### src/rtl/obs_pkg.sv
// Shared types and constants for the even/odd split GF(2) multiply sequencer.
// OBS_SEQ_KARATSUBA_EN selects the 3-sub-product Karatsuba schedule instead of the 4-product one.
package obs_pkg;

  typedef enum logic [1:0] {
    IDLE,
    ISSUE,
    WAIT,
    DONE
  } seq_state_t;

  typedef logic [1:0] sub_idx_t;

  localparam int K_SCHOOLBOOK = 4;
  localparam int K_KARATSUBA  = 3;

`ifdef OBS_SEQ_KARATSUBA_EN
  localparam int K_ISSUED = K_KARATSUBA;
`else
  localparam int K_ISSUED = K_SCHOOLBOOK;
`endif

endpackage

### src/rtl/obs_l1_sequencer_if.sv
// Handshake bundle between the sequencer, its operand source/product sink and the shared H-bit multiplier.
// slave is the sequencer's view, master is the environment's view.
interface obs_l1_sequencer_if #(
  parameter int N = 34
);
  localparam int H = N / 2;

  logic           in_valid;
  logic           in_ready;
  logic [N-1:0]   in_a;
  logic [N-1:0]   in_b;
  logic           sub_valid;
  logic           sub_ready;
  logic [H-1:0]   sub_a;
  logic [H-1:0]   sub_b;
  logic           sub_rsp_valid;
  logic [2*H-2:0] sub_rsp_data;
  logic           out_valid;
  logic           out_ready;
  logic [2*N-2:0] out_prod;
  logic           err;

  modport slave (
    input  in_valid, in_a, in_b, sub_ready, sub_rsp_valid, sub_rsp_data, out_ready,
    output in_ready, sub_valid, sub_a, sub_b, out_valid, out_prod, err
  );

  modport master (
    output in_valid, in_a, in_b, sub_ready, sub_rsp_valid, sub_rsp_data, out_ready,
    input  in_ready, sub_valid, sub_a, sub_b, out_valid, out_prod, err
  );

endinterface

### src/rtl/obs_l1_sequencer_overlap.sv
// Combinational merge of the four even/odd sub-products into the full carry-less product.
// Even result bits take P1[i]^P4[i-1], odd bits take P2[i]^P3[i]; missing terms are zero.
module overlap_module_33bit #(
  parameter int H = 17
) (
  input  logic [2*H-2:0] p1,
  input  logic [2*H-2:0] p2,
  input  logic [2*H-2:0] p3,
  input  logic [2*H-2:0] p4,
  output logic [4*H-2:0] prod
);

  always_comb begin
    prod = '0;
    for (int i = 0; i < 2*H-1; i++) begin
      prod[2*i]   = prod[2*i] ^ p1[i];
      prod[2*i+1] = p2[i] ^ p3[i];
      prod[2*i+2] = prod[2*i+2] ^ p4[i];
    end
  end

endmodule

### src/rtl/obs_l1_sequencer.sv
// Sequences an N-bit carry-less multiply as H-bit sub-multiplies on a shared multiplier, then merges.
// OBS_SEQ_KARATSUBA_EN: issue 3 sub-products (Ae*Be, Ao*Bo, (Ae^Ao)*(Be^Bo)) instead of 4.
module obs_l1_sequencer
  import obs_pkg::*;
#(
  parameter int N = 34
) (
  input logic                clk,
  input logic                rst_n,
  obs_l1_sequencer_if.slave  bus
);

  localparam int H  = N / 2;
  localparam int PW = 2 * H - 1;
  localparam int OW = 2 * N - 1;
  localparam sub_idx_t K_LAST = sub_idx_t'(K_ISSUED - 1);

  seq_state_t    state;
  sub_idx_t      k;
  sub_idx_t      k_next;
  logic [H-1:0]  ae, ao, be, bo;
  logic [H-1:0]  in_ae, in_ao, in_be, in_bo;
  logic [H-1:0]  op_ae, op_ao, op_be, op_bo;
  logic [H-1:0]  sel_a, sel_b;
  logic [PW-1:0] p1, p2, p3, p4;
  logic [PW-1:0] p1_nxt, p2_nxt, p3_nxt, p4_nxt;
  logic [OW-1:0] merged;
  logic          in_ready_q, sub_valid_q, out_valid_q, err_q;
  logic [H-1:0]  sub_a_q, sub_b_q;
  logic [OW-1:0] out_prod_q;

  always_comb begin
    in_ae = '0;
    in_ao = '0;
    in_be = '0;
    in_bo = '0;
    for (int i = 0; i < H; i++) begin
      in_ae[i] = bus.in_a[2*i];
      in_ao[i] = bus.in_a[2*i+1];
      in_be[i] = bus.in_b[2*i];
      in_bo[i] = bus.in_b[2*i+1];
    end
  end

  // The first request is built straight from the incoming pair so it can be issued on the accept edge.
  always_comb begin
    k_next = (state == IDLE) ? '0 : sub_idx_t'(k + 2'd1);
    op_ae  = (state == IDLE) ? in_ae : ae;
    op_ao  = (state == IDLE) ? in_ao : ao;
    op_be  = (state == IDLE) ? in_be : be;
    op_bo  = (state == IDLE) ? in_bo : bo;
    sel_a  = '0;
    sel_b  = '0;
`ifdef OBS_SEQ_KARATSUBA_EN
    case (k_next)
      2'd0: begin sel_a = op_ae;         sel_b = op_be;         end
      2'd1: begin sel_a = op_ao;         sel_b = op_bo;         end
      2'd2: begin sel_a = op_ae ^ op_ao; sel_b = op_be ^ op_bo; end
      default: begin end
    endcase
`else
    case (k_next)
      2'd0: begin sel_a = op_ae; sel_b = op_be; end
      2'd1: begin sel_a = op_ae; sel_b = op_bo; end
      2'd2: begin sel_a = op_ao; sel_b = op_be; end
      2'd3: begin sel_a = op_ao; sel_b = op_bo; end
    endcase
`endif
  end

  // Next-state view of the P registers so the merge sees the final capture on the DONE-entry edge.
  always_comb begin
    p1_nxt = p1;
    p2_nxt = p2;
    p3_nxt = p3;
    p4_nxt = p4;
    if (state == WAIT && bus.sub_rsp_valid) begin
`ifdef OBS_SEQ_KARATSUBA_EN
      case (k)
        2'd0: p1_nxt = bus.sub_rsp_data;
        2'd1: p4_nxt = bus.sub_rsp_data;
        2'd2: p2_nxt = bus.sub_rsp_data ^ p1 ^ p4;
        default: begin end
      endcase
`else
      case (k)
        2'd0: p1_nxt = bus.sub_rsp_data;
        2'd1: p2_nxt = bus.sub_rsp_data;
        2'd2: p3_nxt = bus.sub_rsp_data;
        2'd3: p4_nxt = bus.sub_rsp_data;
      endcase
`endif
    end
  end

  overlap_module_33bit #(
    .H (H)
  ) u_merge (
    .p1   (p1_nxt),
    .p2   (p2_nxt),
    .p3   (p3_nxt),
    .p4   (p4_nxt),
    .prod (merged)
  );

  always_ff @(posedge clk or negedge rst_n) begin
    if (!rst_n) begin
      state       <= IDLE;
      k           <= '0;
      ae          <= '0;
      ao          <= '0;
      be          <= '0;
      bo          <= '0;
      p1          <= '0;
      p2          <= '0;
      p3          <= '0;
      p4          <= '0;
      in_ready_q  <= 1'b1;
      sub_valid_q <= 1'b0;
      sub_a_q     <= '0;
      sub_b_q     <= '0;
      out_valid_q <= 1'b0;
      out_prod_q  <= '0;
      err_q       <= 1'b0;
    end else begin
      if (bus.sub_rsp_valid && state != WAIT) begin
        err_q <= 1'b1;
      end
      case (state)
        IDLE: begin
          if (bus.in_valid) begin
            ae          <= in_ae;
            ao          <= in_ao;
            be          <= in_be;
            bo          <= in_bo;
            k           <= '0;
            p1          <= '0;
            p2          <= '0;
            p3          <= '0;
            p4          <= '0;
            sub_a_q     <= sel_a;
            sub_b_q     <= sel_b;
            sub_valid_q <= 1'b1;
            in_ready_q  <= 1'b0;
            state       <= ISSUE;
          end
        end
        ISSUE: begin
          if (bus.sub_ready) begin
            sub_valid_q <= 1'b0;
            state       <= WAIT;
          end
        end
        WAIT: begin
          if (bus.sub_rsp_valid) begin
            p1 <= p1_nxt;
            p2 <= p2_nxt;
            p3 <= p3_nxt;
            p4 <= p4_nxt;
            if (k == K_LAST) begin
              out_prod_q  <= merged;
              out_valid_q <= 1'b1;
              state       <= DONE;
            end else begin
              k           <= k_next;
              sub_a_q     <= sel_a;
              sub_b_q     <= sel_b;
              sub_valid_q <= 1'b1;
              state       <= ISSUE;
            end
          end
        end
        DONE: begin
          if (bus.out_ready) begin
            out_valid_q <= 1'b0;
            in_ready_q  <= 1'b1;
            state       <= IDLE;
          end
        end
        default: state <= IDLE;
      endcase
    end
  end

  assign bus.in_ready  = in_ready_q;
  assign bus.sub_valid = sub_valid_q;
  assign bus.sub_a     = sub_a_q;
  assign bus.sub_b     = sub_b_q;
  assign bus.out_valid = out_valid_q;
  assign bus.out_prod  = out_prod_q;
  assign bus.err       = err_q;

endmodule

### src/flat_wrapper.sv
// flat-port wrapper written by rule: the top's interface ports become plain ports
module obs_l1_sequencer_flat import obs_pkg::*;
#(
  parameter int N = 34
)
  (clk, rst_n, bus_in_valid, bus_in_a, bus_in_b, bus_sub_ready, bus_sub_rsp_valid, bus_sub_rsp_data, bus_out_ready, bus_in_ready, bus_sub_valid, bus_sub_a, bus_sub_b, bus_out_valid, bus_out_prod, bus_err);
  obs_l1_sequencer_if #(.N(N)) bus_i ();
  input logic clk;
  input logic rst_n;
  input wire logic [$bits(bus_i.in_valid)-1:0] bus_in_valid;
  input wire logic [$bits(bus_i.in_a)-1:0] bus_in_a;
  input wire logic [$bits(bus_i.in_b)-1:0] bus_in_b;
  input wire logic [$bits(bus_i.sub_ready)-1:0] bus_sub_ready;
  input wire logic [$bits(bus_i.sub_rsp_valid)-1:0] bus_sub_rsp_valid;
  input wire logic [$bits(bus_i.sub_rsp_data)-1:0] bus_sub_rsp_data;
  input wire logic [$bits(bus_i.out_ready)-1:0] bus_out_ready;
  output wire logic [$bits(bus_i.in_ready)-1:0] bus_in_ready;
  output wire logic [$bits(bus_i.sub_valid)-1:0] bus_sub_valid;
  output wire logic [$bits(bus_i.sub_a)-1:0] bus_sub_a;
  output wire logic [$bits(bus_i.sub_b)-1:0] bus_sub_b;
  output wire logic [$bits(bus_i.out_valid)-1:0] bus_out_valid;
  output wire logic [$bits(bus_i.out_prod)-1:0] bus_out_prod;
  output wire logic [$bits(bus_i.err)-1:0] bus_err;
  assign bus_i.in_valid = bus_in_valid;
  assign bus_i.in_a = bus_in_a;
  assign bus_i.in_b = bus_in_b;
  assign bus_i.sub_ready = bus_sub_ready;
  assign bus_i.sub_rsp_valid = bus_sub_rsp_valid;
  assign bus_i.sub_rsp_data = bus_sub_rsp_data;
  assign bus_i.out_ready = bus_out_ready;
  assign bus_in_ready = bus_i.in_ready;
  assign bus_sub_valid = bus_i.sub_valid;
  assign bus_sub_a = bus_i.sub_a;
  assign bus_sub_b = bus_i.sub_b;
  assign bus_out_valid = bus_i.out_valid;
  assign bus_out_prod = bus_i.out_prod;
  assign bus_err = bus_i.err;
  obs_l1_sequencer #(.N(N)) u_core (.clk(clk), .rst_n(rst_n), .bus(bus_i));
endmodule
### config.mk
export PLATFORM = sky130hd
export DESIGN_NAME = obs_l1_sequencer_flat
export DESIGN_NICKNAME = d
export VERILOG_FILES = /design/src/rtl/obs_pkg.sv /design/src/rtl/obs_l1_sequencer_if.sv /design/src/rtl/obs_l1_sequencer_overlap.sv /design/src/rtl/obs_l1_sequencer.sv /design/src/flat_wrapper.sv
export SDC_FILE = /design/constraint.sdc
export NUM_CORES = 1
export LEC_CHECK = 0
export CAP_MARGIN = 10
export CORE_MARGIN = 8
export CORE_UTILIZATION = 55
export DETAILED_ROUTE_END_ITERATION = 8
export PLACE_DENSITY = 0.88
export SLEW_MARGIN = 20
export SYNTH_ARGS = -nofsm -noshare
export SYNTH_HDL_FRONTEND = slang
export SYNTH_SLANG_ARGS = --single-unit
### constraint.sdc
create_clock -name clk -period 3.65 [get_ports clk]
set_clock_uncertainty 0.1 [all_clocks]
set_input_delay 0.365 -clock clk [delete_from_list [all_inputs] [get_ports clk]]
set_output_delay 0.365 -clock clk [all_outputs]
set_load 0.005 [all_outputs]
Word level (Yosys, flattened, before mapping)
Index checks and enable logic that the tools add are counted.
{"block": "op_classes", "n_addsub": 1, "n_eq_ne": 16, "bitwise": 65, "mux": 54, "n_reduce_logical": 21}
{"op": "2-to-1 mux 33 bit", "n": 13}
{"op": "case mux 33 bit (2 select lines)", "n": 4}
{"op": "2-to-1 mux 17 bit", "n": 10}
{"op": "case mux 17 bit (2 select lines)", "n": 4}
{"op": "bitwise XOR 1 bit", "n": 65}
{"op": "2-to-1 mux 2 bit", "n": 9}
{"op": "inequality test 2 bit (second input constant)", "n": 7}
{"op": "== test 2 bit (second input constant)", "n": 6}
{"op": "AND reduction 4 bit", "n": 3}
{"op": "2-to-1 mux 1 bit", "n": 9}
{"op": "AND reduction 3 bit", "n": 3}
{"op": "case mux 2 bit (4 select lines)", "n": 1}
{"op": "OR reduction 2 bit", "n": 4}
{"op": "== test 2 x 1 -> 1 bit (second input constant)", "n": 3}
{"op": "zero test 2 bit", "n": 3}
{"op": "nonzero test 2 bit", "n": 3}
{"op": "AND reduction 5 bit", "n": 1}
{"op": "case mux 1 bit (2 select lines)", "n": 2}
{"op": "case mux 2 bit (2 select lines)", "n": 1}
{"op": "case mux 1 bit (3 select lines)", "n": 1}
{"op": "nonzero test 3 bit", "n": 1}
{"op": "adder 2 x 1 -> 2 bit (second input constant)", "n": 1}
{"op": "logical AND 1 bit", "n": 2}
{"op": "AND reduction 2 bit", "n": 1}
{"block": "word_totals", "out_inout_bits": 105, "elab_cells": 174, "reg_bits": 309, "in_bits": 107}

Depth between registers and ports, before layout
Gate-level depths: netlist (run 1).
{"block": "logic_depth", "ltp_word": 8, "depth_mapped": 10, "mapped_depth_nobuf": 6}

By module
From an unflattened synthesis (run 1), not the netlist that was laid out.
{"block": "unflattened", "cells_unflattened": 1046, "hier_area_um2": 14513.9}
{"module": "obs_l1_sequencer", "n_inst": 1, "seq_area_each_um2": 7733.7, "cells_per_inst": 979, "area_each_um2": 13929.6}
{"module": "overlap_module_33bit", "n_inst": 1, "seq_area_each_um2": 0.0, "cells_per_inst": 67, "area_each_um2": 584.3}

Least setup slack after synthesis (run 1)
No wires, ideal clock.
{"block": "synth_timing", "path_type": "reg-to-reg", "start": "register u_core.k[0]", "end": "register u_core.sub_a_q[10] (netlist: u_core.bus.sub_a[10])", "period_less_slack_ps": 2432, "path_stages_with_launch": 11, "arrival_time_ps": 2199, "t_required_ps": 3417, "slack_ps": 1218, "path_cell_list": "dfrtp_1 > buf_2 > buf_2 > inv_1 > ha_1 > buf_2 > buf_2 > mux2i_1 > nor2_1 > a21oi_1 > o21ai_0"}
{"block": "synth_between", "elab_chain_len": 8, "word_cells_on_any_way": 16, "cone_classes": "1 x add/sub; 5 x eq/ne; 6 x mux; 4 x reduce/logical"}
{"item": "start, declared", "line": "obs_l1_sequencer.sv:19", "rtl": "sub_idx_t k;"}
{"item": "start signal, assigned", "line": "obs_l1_sequencer.sv:165", "rtl": "k <= k_next;"}
{"item": "adder 2 x 1 -> 2 bit", "line": "obs_l1_sequencer.sv:47", "rtl": "k_next = (state == IDLE) ? '0 : sub_idx_t'(k + 2'd1);"}
{"item": "2-to-1 mux 2 bit", "line": "obs_l1_sequencer.sv:47"}
{"item": "== test 2 bit, or another cell as far along", "line": "obs_l1_sequencer.sv:62", "rtl": "case (k_next)"}
{"item": "OR reduction 2 bit (no source line)"}
{"item": "case mux 17 bit (2 select lines)", "line": "obs_l1_sequencer.sv:62"}
{"item": "2-to-1 mux 17 bit", "line": "obs_l1_sequencer.sv:160", "rtl": "if (k == K_LAST) begin"}
{"item": "2-to-1 mux 17 bit", "line": "obs_l1_sequencer.sv:155", "rtl": "if (bus.sub_rsp_valid) begin"}
{"item": "case mux 17 bit (2 select lines)", "line": "obs_l1_sequencer.sv:129", "rtl": "case (state)"}
{"item": "end signal, assigned", "line": "obs_l1_sequencer.sv:141", "rtl": "sub_a_q <= sel_a;"}
{"item": "end signal, assigned", "line": "obs_l1_sequencer.sv:166", "rtl": "sub_a_q <= sel_a;"}
{"item": "end, declared", "line": "obs_l1_sequencer.sv:29", "rtl": "logic [H-1:0] sub_a_q, sub_b_q;"}
Several ways; a longest one is shown, not always the timed one. The select of a mux whose other input is x is not followed.
A chain may end at the register's enable or synchronous reset.

Final worst setup path (run 1)
{"block": "layout_timing", "start": "register u_core.state[1]", "end": "register u_core.out_prod_q[48] (netlist: u_core.bus.out_prod[48])"}
{"block": "layout_between", "elab_chain_len": 4, "word_cells_on_any_way": 6, "cone_classes": "1 x eq/ne; 2 x mux; 1 x bitwise; 2 x reduce/logical"}
{"item": "start, declared", "line": "obs_l1_sequencer.sv:18", "rtl": "seq_state_t state;"}
{"item": "start signal, assigned", "line": "obs_l1_sequencer.sv:108", "rtl": "state <= IDLE;"}
{"item": "start signal, assigned", "line": "obs_l1_sequencer.sv:145", "rtl": "state <= ISSUE;"}
{"item": "start signal, assigned", "line": "obs_l1_sequencer.sv:151", "rtl": "state <= WAIT;"}
{"item": "== test 2 bit *", "line": "obs_l1_sequencer.sv:77, obs_l1_sequencer.sv:129"}
{"item": "logical AND 1 bit", "line": "obs_l1_sequencer.sv:77", "rtl": "if (state == WAIT && bus.sub_rsp_valid) begin"}
{"item": "2-to-1 mux 33 bit", "line": "obs_l1_sequencer.sv:77"}
{"item": "bitwise XOR 1 bit", "line": "obs_l1_sequencer_overlap.sv:16", "rtl": "prod[2*i] = prod[2*i] ^ p1[i];"}
{"item": "end signal, assigned", "line": "obs_l1_sequencer.sv:161", "rtl": "out_prod_q <= merged;"}
{"item": "end, declared", "line": "obs_l1_sequencer.sv:30", "rtl": "logic [OW-1:0] out_prod_q;"}
Mark *: on every way between the ends. The rest lies on a longest branch, timed or not.

==> summary.md, run 1 <==
| Metric | Value |
|---|---|
| Worst Path Arrival | `3.24 ns` |
| Ys async rst share | `100%` |
| Via count | `9725` |
| Critical path fanouts, max | `90` |
| Final #Nets | `1444` |
| WS Path Type | `reg -> reg` |
| Vias per inst | `5.77` |
| Routed WL | `34100 um` |
| # diodes | `0` |
| Final ANT Viol Nets | `0` |
| Root buffer cell | `clkbuf_16` |
| PD cells | `660 mW/mm^2` |
| Starting Density | `56.1%` |
| P_leak | `8.02 nW` |
| Worst setup EP type | `flop` |
| TNS Setup | `0 ns` |
| Commonest cells post-synth | `dfrtp_1, mux2i_1, a22o_1` |
| Top Ports | `212` |
| Die Ht | `177 um` |
| Skew-Pair Late Insertion Delay | `0.50 ns` |
| Unrepaired setup endpoints after global routing | `no` |
| Synth area leaders | `dfrtp_1, mux2i_1, a22o_1` |
| Layout cell share with drive strength beyond 1 | `11.1%` |
| Total setup buffers inserted after CTS | `0` |
| WL/cell | `20.2 um` |
| Worst Hold Class | `in -> async` |
| Die Wd | `177 um` |
| Area share of the largest cell type after synthesis | `54.4%` |
| Synthesized instance count | `1189` |
| Initial DRT Pass Iterations | `8` |
| First-pass GRT wire length | `55900 um` |
| Final min period | `2.97 ns` |
| CTS tree | `done` |
| Max Cap Viol | `0` |
| Final period utilization | `81.3%` |
| Worst path required time | `3.92 ns` |
| Largest net degree at the start of global routing | `116` |
| Post-synth EDFFs | `0` |
| Crit path launch type | `flop` |
| Initial antenna violation count | `4` |
| Dominant synthesized flop cell | `dfrtp_1` |
| Number of gates resized after CTS | `0` |
| Post-route DRC | `0` |
| Sequential area share after synthesis | `54.5%` |
| # setup viols final | `0` |
| Met1 Use GR | `28.0%` |
| CTS Buf Count | `34` |
| Fillers | `1814` |
| Detailed-placement wirelength estimate | `21400 um` |
| Fin. max-slew vios | `0` |
| RePlAce Congestion | `0.754` |
| Worst-path clk slew | `0.06 ns` |
| Worst slew pin tran | `1.12 ns` |
| H-tree Lvls | `2` |
| Hold Slack | `0.318 ns` |
| Total chip power | `0.0114 W` |
| GR Util met2 | `35.1%` |
| Max Buffers Root-to-Sink | `3` |
| Peak supply drop | `573 uV` |
| Placement row count | `58` |
| Worst slew margin | `25.3%` |
| Post-synthesis net count | `1301` |
| Synthesized flop and latch total | `309` |
| Yosys warnings | `0` |
| Gr ovfl total | `0` |
| # hold bufs at CTS | `1` |
| Vias in the first global route | `10300` |
| Synth cell types | `32` |
| Mapped Area | `0.0142 mm^2` |
| Layer with the highest usage | `met2` |
| Syn_area_per_cell | `11.9 um^2` |
| Port-buffer cells | `211` |
| Area growth, synth to finish | `22.2%` |
| Initial DRC count | `701` |
| CORE AREA | `0.0253 mm^2` |
| Tot GR Track Use | `22.0%` |
| Final number of hold-violating endpoints | `0` |
| Count leader, synth | `dfrtp_1` |
| GR Util met3 | `7.33%` |
| Outcome | `finished, final reports clean` |
| Fmax | `337 MHz` |
| Post-synth top area cell | `dfrtp_1` |
| CTS Sinks | `309` |
| Die Footprint | `0.0312 mm^2` |
-- cell type report --
type                    count  area, um^2  area share [%]
multi-input cells         756        5790            33.4
flip-flops and latches    309        7730            44.7
clock inverters             7        43.8           0.253
well taps                 330         413            2.38
inverters                   5        18.8           0.108
repair buffers            226        2290            13.2
clock buffers              52        1030            5.95
-- critical path, stage by stage, from the launching register on --
cell and delay, ns:
dfrtp_1 0.83, nor2b_1 0.70, nand3_4 0.55, buf_12 0.44, nand2_1 0.12, o21ai_1 0.07
-- state kept, by name, summed over array words and instances (netlist names), 33 cells and up --
register and flops:
u_core.bus.out_prod 67, u_core.p1 33, u_core.p2 33, u_core.p3 33, u_core.p4 33
-- metal layers --
layer | part of all wire (%) | wire (um)
met1 | 42 | 14200
met2 | 47 | 16000
met3 | 9.0 | 3080
met4 | 2.3 | 774
met5 | 0.16 | 54
-- report_power, final --
part,internal [W],switching [W],leakage [nW]
registers,0.00423,0.000500,4.08
clock network,0.00194,0.00132,0.526
logic,0.00171,0.00172,3.41
-- final timing paths --
check	depth (start not counted)	startpoint	endpoint	slack, ns
worst min register to register	2	u_core.bus.sub_a[7]	u_core.bus.sub_a[7]	0.38
min in group clk	2	bus_in_a[33]	u_core.ao[16]	0.38
worst max register to register	5	u_core.state[1]	u_core.bus.out_prod[48]	0.68
worst min-delay path	2	rst_n	u_core.bus.out_prod[51]	0.32
worst max-delay path	5	u_core.state[1]	u_core.bus.out_prod[48]	0.68
max in group asynchronous	3	rst_n	u_core.be[13]	2.03
-- cell families (layout without fill, tap and decap cells) --
logic type | count (synthesis) | in the layout | share of synthesized area, %
fa+ha+maj | 5 | 5 | 0.441
buf+inv | 124 | 290 | 5.07
simple gates | 170 | 170 | 5.30
mux | 234 | 234 | 17.1
xor+xnor | 65 | 65 | 4.02
flops | 309 | 309 | 54.5
compound gates | 282 | 282 | 13.5
-- metrics by stage --
step | utilization, % | worst slack [ns] | instance area, um^2 | instances
after floorplan | - | 1.22 | 14200 | 1189
after global placement | 64.3 | 0.811 | 16200 | 1625
after detailed placement | 64.3 | 0.733 | 16200 | 1625
after CTS | 68.6 | 0.711 | 17300 | 1685
after global routing | 68.6 | 0.513 | 17300 | 1685
final | 68.6 | 0.684 | 17300 | 1685
-- layout by cell type (no fill, tap or decap), types with 2 or more instances in the layout --
cell	n
clkbuf_1	8
clkdlybuf4s50_1	210
and3_1	5
o21ai_4	5
nand4b_4	3
buf_12	5
a22o_1	128
mux2_2	68
nand2_1	114
clkbuf_8	9
inv_1	5
xnor2_1	65
o211ai_1	2
dfrtp_1	308
a21oi_1	36
ha_1	5
mux2i_1	166
clkinv_2	4
clkinvlp_4	2
o21ai_0	48
buf_4	9
o21ai_1	61
clkbuf_16	35
and3_2	2
nor2_1	38
Power figures use the tool's default switching activity.
==> run 2: changes to the inputs <==
==> constraint.sdc (replaced) <==
create_clock -name clk -period 2.9 [get_ports clk]
set_clock_uncertainty 0.1 [all_clocks]
set_input_delay 0.29 -clock clk [delete_from_list [all_inputs] [get_ports clk]]
set_output_delay 0.29 -clock clk [all_outputs]
set_load 0.005 [all_outputs]
==> run 2 against run 1 <==
Net effect:
- total power rose by 28%
- die area did not move
- fmax rose by 29%
- count of clock-buffer cells in the layout rose by 1
- sequential power rose by 26%
- critical endpoint is now u_core.bus.out_prod[46]
- setup slack got worse by 0.084 ns
- non-clock buffer count rose by 16
- flip-flop and latch count did not move
==> summary.md, run 2 (synthesis gave the netlist of run 1 again) <==
| Metric | Value |
|---|---|
| Post-route cell area | `0.0176 mm^2` |
| Hold Slack | `0.285 ns` |
| Final period utilization | `79.3%` |
| Layout cell share with drive strength beyond 1 | `11.9%` |
| Non-filler instance count after layout | `1701` |
| Number of gates resized after CTS | `0` |
| Clock power frac | `28.4%` |
| CTS tree | `done` |
| NetSw | `0.00457 W` |
| Via count | `10000` |
| Fillers | `1701` |
| Final number of hold-violating endpoints | `0` |
| Critical path fanouts, max | `21` |
| CORE AREA | `0.0253 mm^2` |
| P_leak | `8.14 nW` |
| Post-route DRC | `0` |
| Detailed-placement wirelength estimate | `23100 um` |
| H-tree Lvls | `2` |
| PD cells | `829 mW/mm^2` |
| Starting Density | `56.1%` |
| Initial antenna violation count | `5` |
| Placement row count | `58` |
| Worst path required time | `3.18 ns` |
| Part of the power in registers | `41.0%` |
| CTS Sinks | `309` |
| Worst slew margin | `23.6%` |
| Leading cell type in the layout, fill and taps excluded | `dfrtp_1` |
| Die Ht | `177 um` |
| Placed inst area | `0.0165 mm^2` |
| Port-buffer cells | `211` |
| Area growth, synth to finish | `23.9%` |
| Initial DRT Pass Iterations | `5` |
| Tot GR Track Use | `22.8%` |
| Share of power burned in combinational logic | `30.6%` |
| Final ANT Viol Nets | `0` |
| Max reg flops | `67` |
| Worst Path Arrival | `2.58 ns` |
| # hold bufs at CTS | `1` |
| Final min period | `2.30 ns` |
| Max Cap Viol | `0` |
| Worst Hold Class | `in -> async` |
| Critical path launch point | `u_core.state[1]` |
| Initial DRC count | `950` |
| RePlAce Congestion | `0.781` |
| Dpl cells | `1641` |
| Worst slew pin tran | `1.14 ns` |
| Root buffer cell | `clkbuf_16` |
| Final #Nets | `1461` |
| TNS Setup | `0 ns` |
| Routed WL | `35700 um` |
| Skew-Pair Late Insertion Delay | `0.51 ns` |
| Fmax | `435 MHz` |
| Fin. max-slew vios | `0` |
| Worst-path clk slew | `0.06 ns` |
| Crit path launch type | `flop` |
| Internal power | `0.00999 W` |
| Gr ovfl total | `0` |
| Die Wd | `177 um` |
| Peak supply drop | `676 uV` |
| RR Startpoint | `u_core.state[1]` |
| Multi-input gate area in the final layout | `0.00579 mm^2` |
| Unrepaired setup endpoints after global routing | `no` |
| # setup viols final | `0` |
| Max Buffers Root-to-Sink | `3` |
| Storage cell area | `0.00773 mm^2` |
| # diodes | `0` |
| Switching share of power | `31.4%` |
| Vias in the first global route | `10700` |
| CTS Buf Count | `35` |
| Top Ports | `212` |
| Total setup buffers inserted after CTS | `0` |
| Outcome | `finished, final reports clean` |
| WL/cell | `21.0 um` |
| WS Path Type | `reg -> reg` |
| Largest net degree at the start of global routing | `89` |
| Most frequent cells in the layout | `dfrtp_1, clkdlybuf4s50_1, mux2i_1, a22o_1, nand2_1` |
| Die Footprint | `0.0312 mm^2` |
| First-pass GRT wire length | `57700 um` |
| Vias per inst | `5.89` |
| Worst setup EP type | `flop` |
[run 2: cell types whose count changed in the layout (fill, tap and decap cells not counted), sizes merged]
cell,before,now
buf,15,31
clkbuf,52,53
clkinvlp,2,1
[run 2: path summary, 6_finish.rpt]
path,to,slack [ns],cells after the start
setup / recovery,u_core.bus.out_prod[46],0.60,6
hold / removal,u_core.bus.out_prod[53],0.28,2
setup reg to reg,u_core.bus.out_prod[46],0.60,6
hold reg to reg,u_core.p4[32],0.38,2
max in group asynchronous,u_core.p1[5],1.64,3
min in group clk,u_core.bo[8],0.30,2
[run 2: worst max-delay path, stage by stage (launching register included)]
cell and delay, ns:
dfrtp_1 0.61, buf_4 0.26, and4b_4 0.45, buf_12 0.22, mux2i_1 0.27, xnor2_1 0.18, o21ai_1 0.08
[run 2: final cells by class]
cell class / count / area share (%)
Sequential cell: 309 / 44.0
Multi-Input combinational cell: 756 / 32.9
Timing Repair Buffer: 242 / 14.5
Clock buffer: 53 / 5.83
Tap cell: 330 / 2.35
Clock inverter: 6 / 0.271
Inverter: 5 / 0.107
[run 2: through the flow]
stage | util, % | worst slack (ns) | total power (W)
2_1_floorplan | - | 0.468 | 0.00883
3_3_place_gp | 65.3 | 0.451 | 0.0102
3_5_place_dp | 65.3 | 0.356 | 0.0104
4_1_cts | 69.6 | 0.621 | 0.0147
5_1_grt | 69.6 | 0.508 | 0.0153
6_report | 69.6 | 0.600 | 0.0146
[run 2: power by group through the flow]
stage	registers (W)	logic [W]	clock network (W)
2_1_floorplan	0.00581	0.00302	0
3_3_place_gp	0.00593	0.00423	0
3_5_place_dp	0.00600	0.00443	0
4_1_cts	0.00596	0.00449	0.00421
5_1_grt	0.00608	0.00486	0.00438
6_report	0.00597	0.00446	0.00414
[run 2: layer usage]
layer	up-vias	wire length [um]	global-route usage, %
li1	4503	-	-
met1	4991	14200	28.1
met2	419	17400	37.7
met3	90	3200	7.26
met4	10	912	7.39
met5	-	66	0
==> run 3: changes to the inputs <==
==> constraint.sdc (replaced) <==
create_clock -name clk -period 2.2 [get_ports clk]
set_clock_uncertainty 0.1 [all_clocks]
set_input_delay 0.22 -clock clk [delete_from_list [all_inputs] [get_ports clk]]
set_output_delay 0.22 -clock clk [all_outputs]
set_load 0.005 [all_outputs]
==> run 3 against run 2 <==
Net effect:
- clock power increased by 27%
- final cell count increased by 0.47%
- via count increased by 0.39%
- total power increased by 32%
- count of clock-buffer cells in the layout decreased by 6
- global-route usage decreased by 0.48 points
- worst hold slack got worse by 0.21 ns
- first-iteration DRC count decreased by 21%
- sequential power increased by 31%
- flip-flop and latch count unchanged
- sequential share of layout area decreased by 0.22 points
- cell area increased by 0.51%
- critical path type unchanged
==> summary.md, run 3 (synthesis gave the netlist of run 1 again) <==
| Metric | Value |
|---|---|
| First-pass GRT wire length | `56900 um` |
| # setup viols final | `0` |
| Gr ovfl total | `0` |
| Leading cell type in the layout, fill and taps excluded | `dfrtp_1` |
| Max reg flops | `67` |
| Crit path launch type | `flop` |
| Initial DRT Pass Iterations | `5` |
| CTS tree | `done` |
| Worst path max stage delay | `0.67 ns` |
| H-tree Lvls | `1` |
| Max Buffers Root-to-Sink | `3` |
| Via count | `10100` |
| Initial antenna violation count | `3` |
| Unrepaired setup endpoints after global routing | `yes` |
| Die Wd | `177 um` |
| Outcome | `finished, final reports clean` |
| Worst slew margin | `45.9%` |
| Final min period | `2.12 ns` |
| Fmax | `471 MHz` |
| Final period utilization | `96.6%` |
| Final #Nets | `1466` |
| PnR worst setup slack | `0.0752 ns` |
| Starting Density | `56.1%` |
| Routed WL | `35800 um` |
| CTS Sinks | `309` |
| Skew-Pair Late Insertion Delay | `0.57 ns` |
| CTS Buf Count | `31` |
| Tot GR Track Use | `22.4%` |
| P_leak | `8.19 nW` |
| Most frequent cells in the layout | `dfrtp_1, clkdlybuf4s50_1, mux2i_1, a22o_1, nand2_1` |
| Storage cell area | `0.00773 mm^2` |
| Multi-input gate area in the final layout | `0.00583 mm^2` |
| Largest net degree at the start of global routing | `87` |
| Post-placement worst setup slack | `-0.0997 ns` |
| Die Footprint | `0.0312 mm^2` |
| Vias per inst | `5.88` |
| # diodes | `0` |
| Final number of hold-violating endpoints | `0` |
| Initial DRC count | `754` |
| Worst slew pin tran | `0.811 ns` |
| PD cells | `1090 mW/mm^2` |
| Worst-path clk slew | `0.06 ns` |
| Fillers | `1725` |
| Layout cell share with drive strength beyond 1 | `12.6%` |
| Placement row count | `58` |
| Worst setup EP type | `flop` |
| Worst path required time | `2.54 ns` |
| Total setup buffers inserted after CTS | `0` |
| TNS Setup | `0 ns` |
| Max Cap Viol | `0` |
| WL/cell | `20.9 um` |
| Root buffer cell | `clkbuf_16` |
| RePlAce Congestion | `0.782` |
| CORE AREA | `0.0253 mm^2` |
| Final ANT Viol Nets | `0` |
| Top Ports | `212` |
| Peak supply drop | `1130 uV` |
| WS Path Type | `reg -> reg` |
| Area growth, synth to finish | `24.5%` |
| Detailed-placement wirelength estimate | `22300 um` |
| Vias in the first global route | `10500` |
| Worst Path Arrival | `2.47 ns` |
| Worst Hold Class | `in -> async` |
| Critical path fanouts, max | `17` |
| Critical path's slowest cell | `inv_1` |
| Crit path cell chain | `inv_1 > o21ai_4 > a22o_1` |
| Fin. max-slew vios | `0` |
| Port-buffer cells | `211` |
| Die Ht | `177 um` |
| Post-route DRC | `0` |
## run 3: cell types whose count changed in the layout (fill, tap and decap cells not counted), moves of 2 or more
cell,delta
clkbuf_8,+4
and3_2,-2
o21ai_4,+3
clkbuf_16,-5
clkbuf_1,-5
buf_4,+3
buf_12,+3
clkinv_2,+5
and3_1,+2
## run 3: what timing repair did
action,in CTS,in global routing
hold endpoints to repair,309,0
hold buffers,1,0
setup endpoints to repair,33,62
cloned,1,2
resized for setup,1,2
## run 3: power breakdown
| group | total (W) | internal, W | switching (W) |
|---|---|---|---|
| sequential | 0.00783 | 0.00702 | 0.000809 |
| clock | 0.00526 | 0.00305 | 0.00221 |
| combinational | 0.00611 | 0.00306 | 0.00305 |
| total | 0.0192 | 0.0131 | 0.00607 |
## run 3: area by class of cell
| class | count | share of cell area [%] |
|---|---|---|
| clock buffer | 47 | 5.30 |
| clock inverter | 11 | 0.553 |
| inverter | 5 | 0.106 |
| multi-input combinational | 759 | 33.0 |
| sequential | 309 | 43.8 |
| tap | 330 | 2.34 |
| timing repair buffer | 248 | 14.9 |
## run 3: worst paths after layout
path / to / startpoint / cells past startpoint / slack (ns)
min in group clk: u_core.bo[3] / bus_in_b[7] / 2 / 0.17
setup reg to reg: u_core.p2[1] / u_core.state[0] / 3 / 0.08
setup / recovery: u_core.p2[1] / u_core.state[0] / 3 / 0.08
max in group asynchronous: u_core.bus.out_prod[23] / rst_n / 3 / 1.15
hold / removal: u_core.bus.out_prod[53] / rst_n / 2 / 0.07
hold reg to reg: u_core.bus.sub_a[9] / u_core.bus.sub_a[9] / 2 / 0.38
## run 3: per-layer routing
metal	vias up	share of wire, %	track usage [%]
met4	6	2.3	5.92
met5	-	0.11	0
met2	363	47	35.9
li1	4527	-	-
met3	65	9.0	6.96
met1	5091	41	29.0
## run 3: per-stage QoR
step | hold slack (ns) | instance area, um^2 | util (%) | power [W] | instances
2_1_floorplan | -0.176 | 14200 | - | 0.0117 | 1189
3_3_place_gp | 0.0891 | 16600 | 65.6 | 0.0135 | 1647
3_5_place_dp | 0.0954 | 16600 | 65.6 | 0.0138 | 1647
4_1_cts | 0.0854 | 17600 | 69.8 | 0.0192 | 1707
5_1_grt | 0.115 | 17700 | 69.9 | 0.0202 | 1709
6_report | 0.0719 | 17700 | 69.9 | 0.0192 | 1709
## run 3: worst max-delay path: cells and delay by family (launching register included)
kind	cells	cell delay (ns)
AOI/OAI and AO/OA	2	0.70
DFF	1	0.52
buffers and inverters	1	0.67
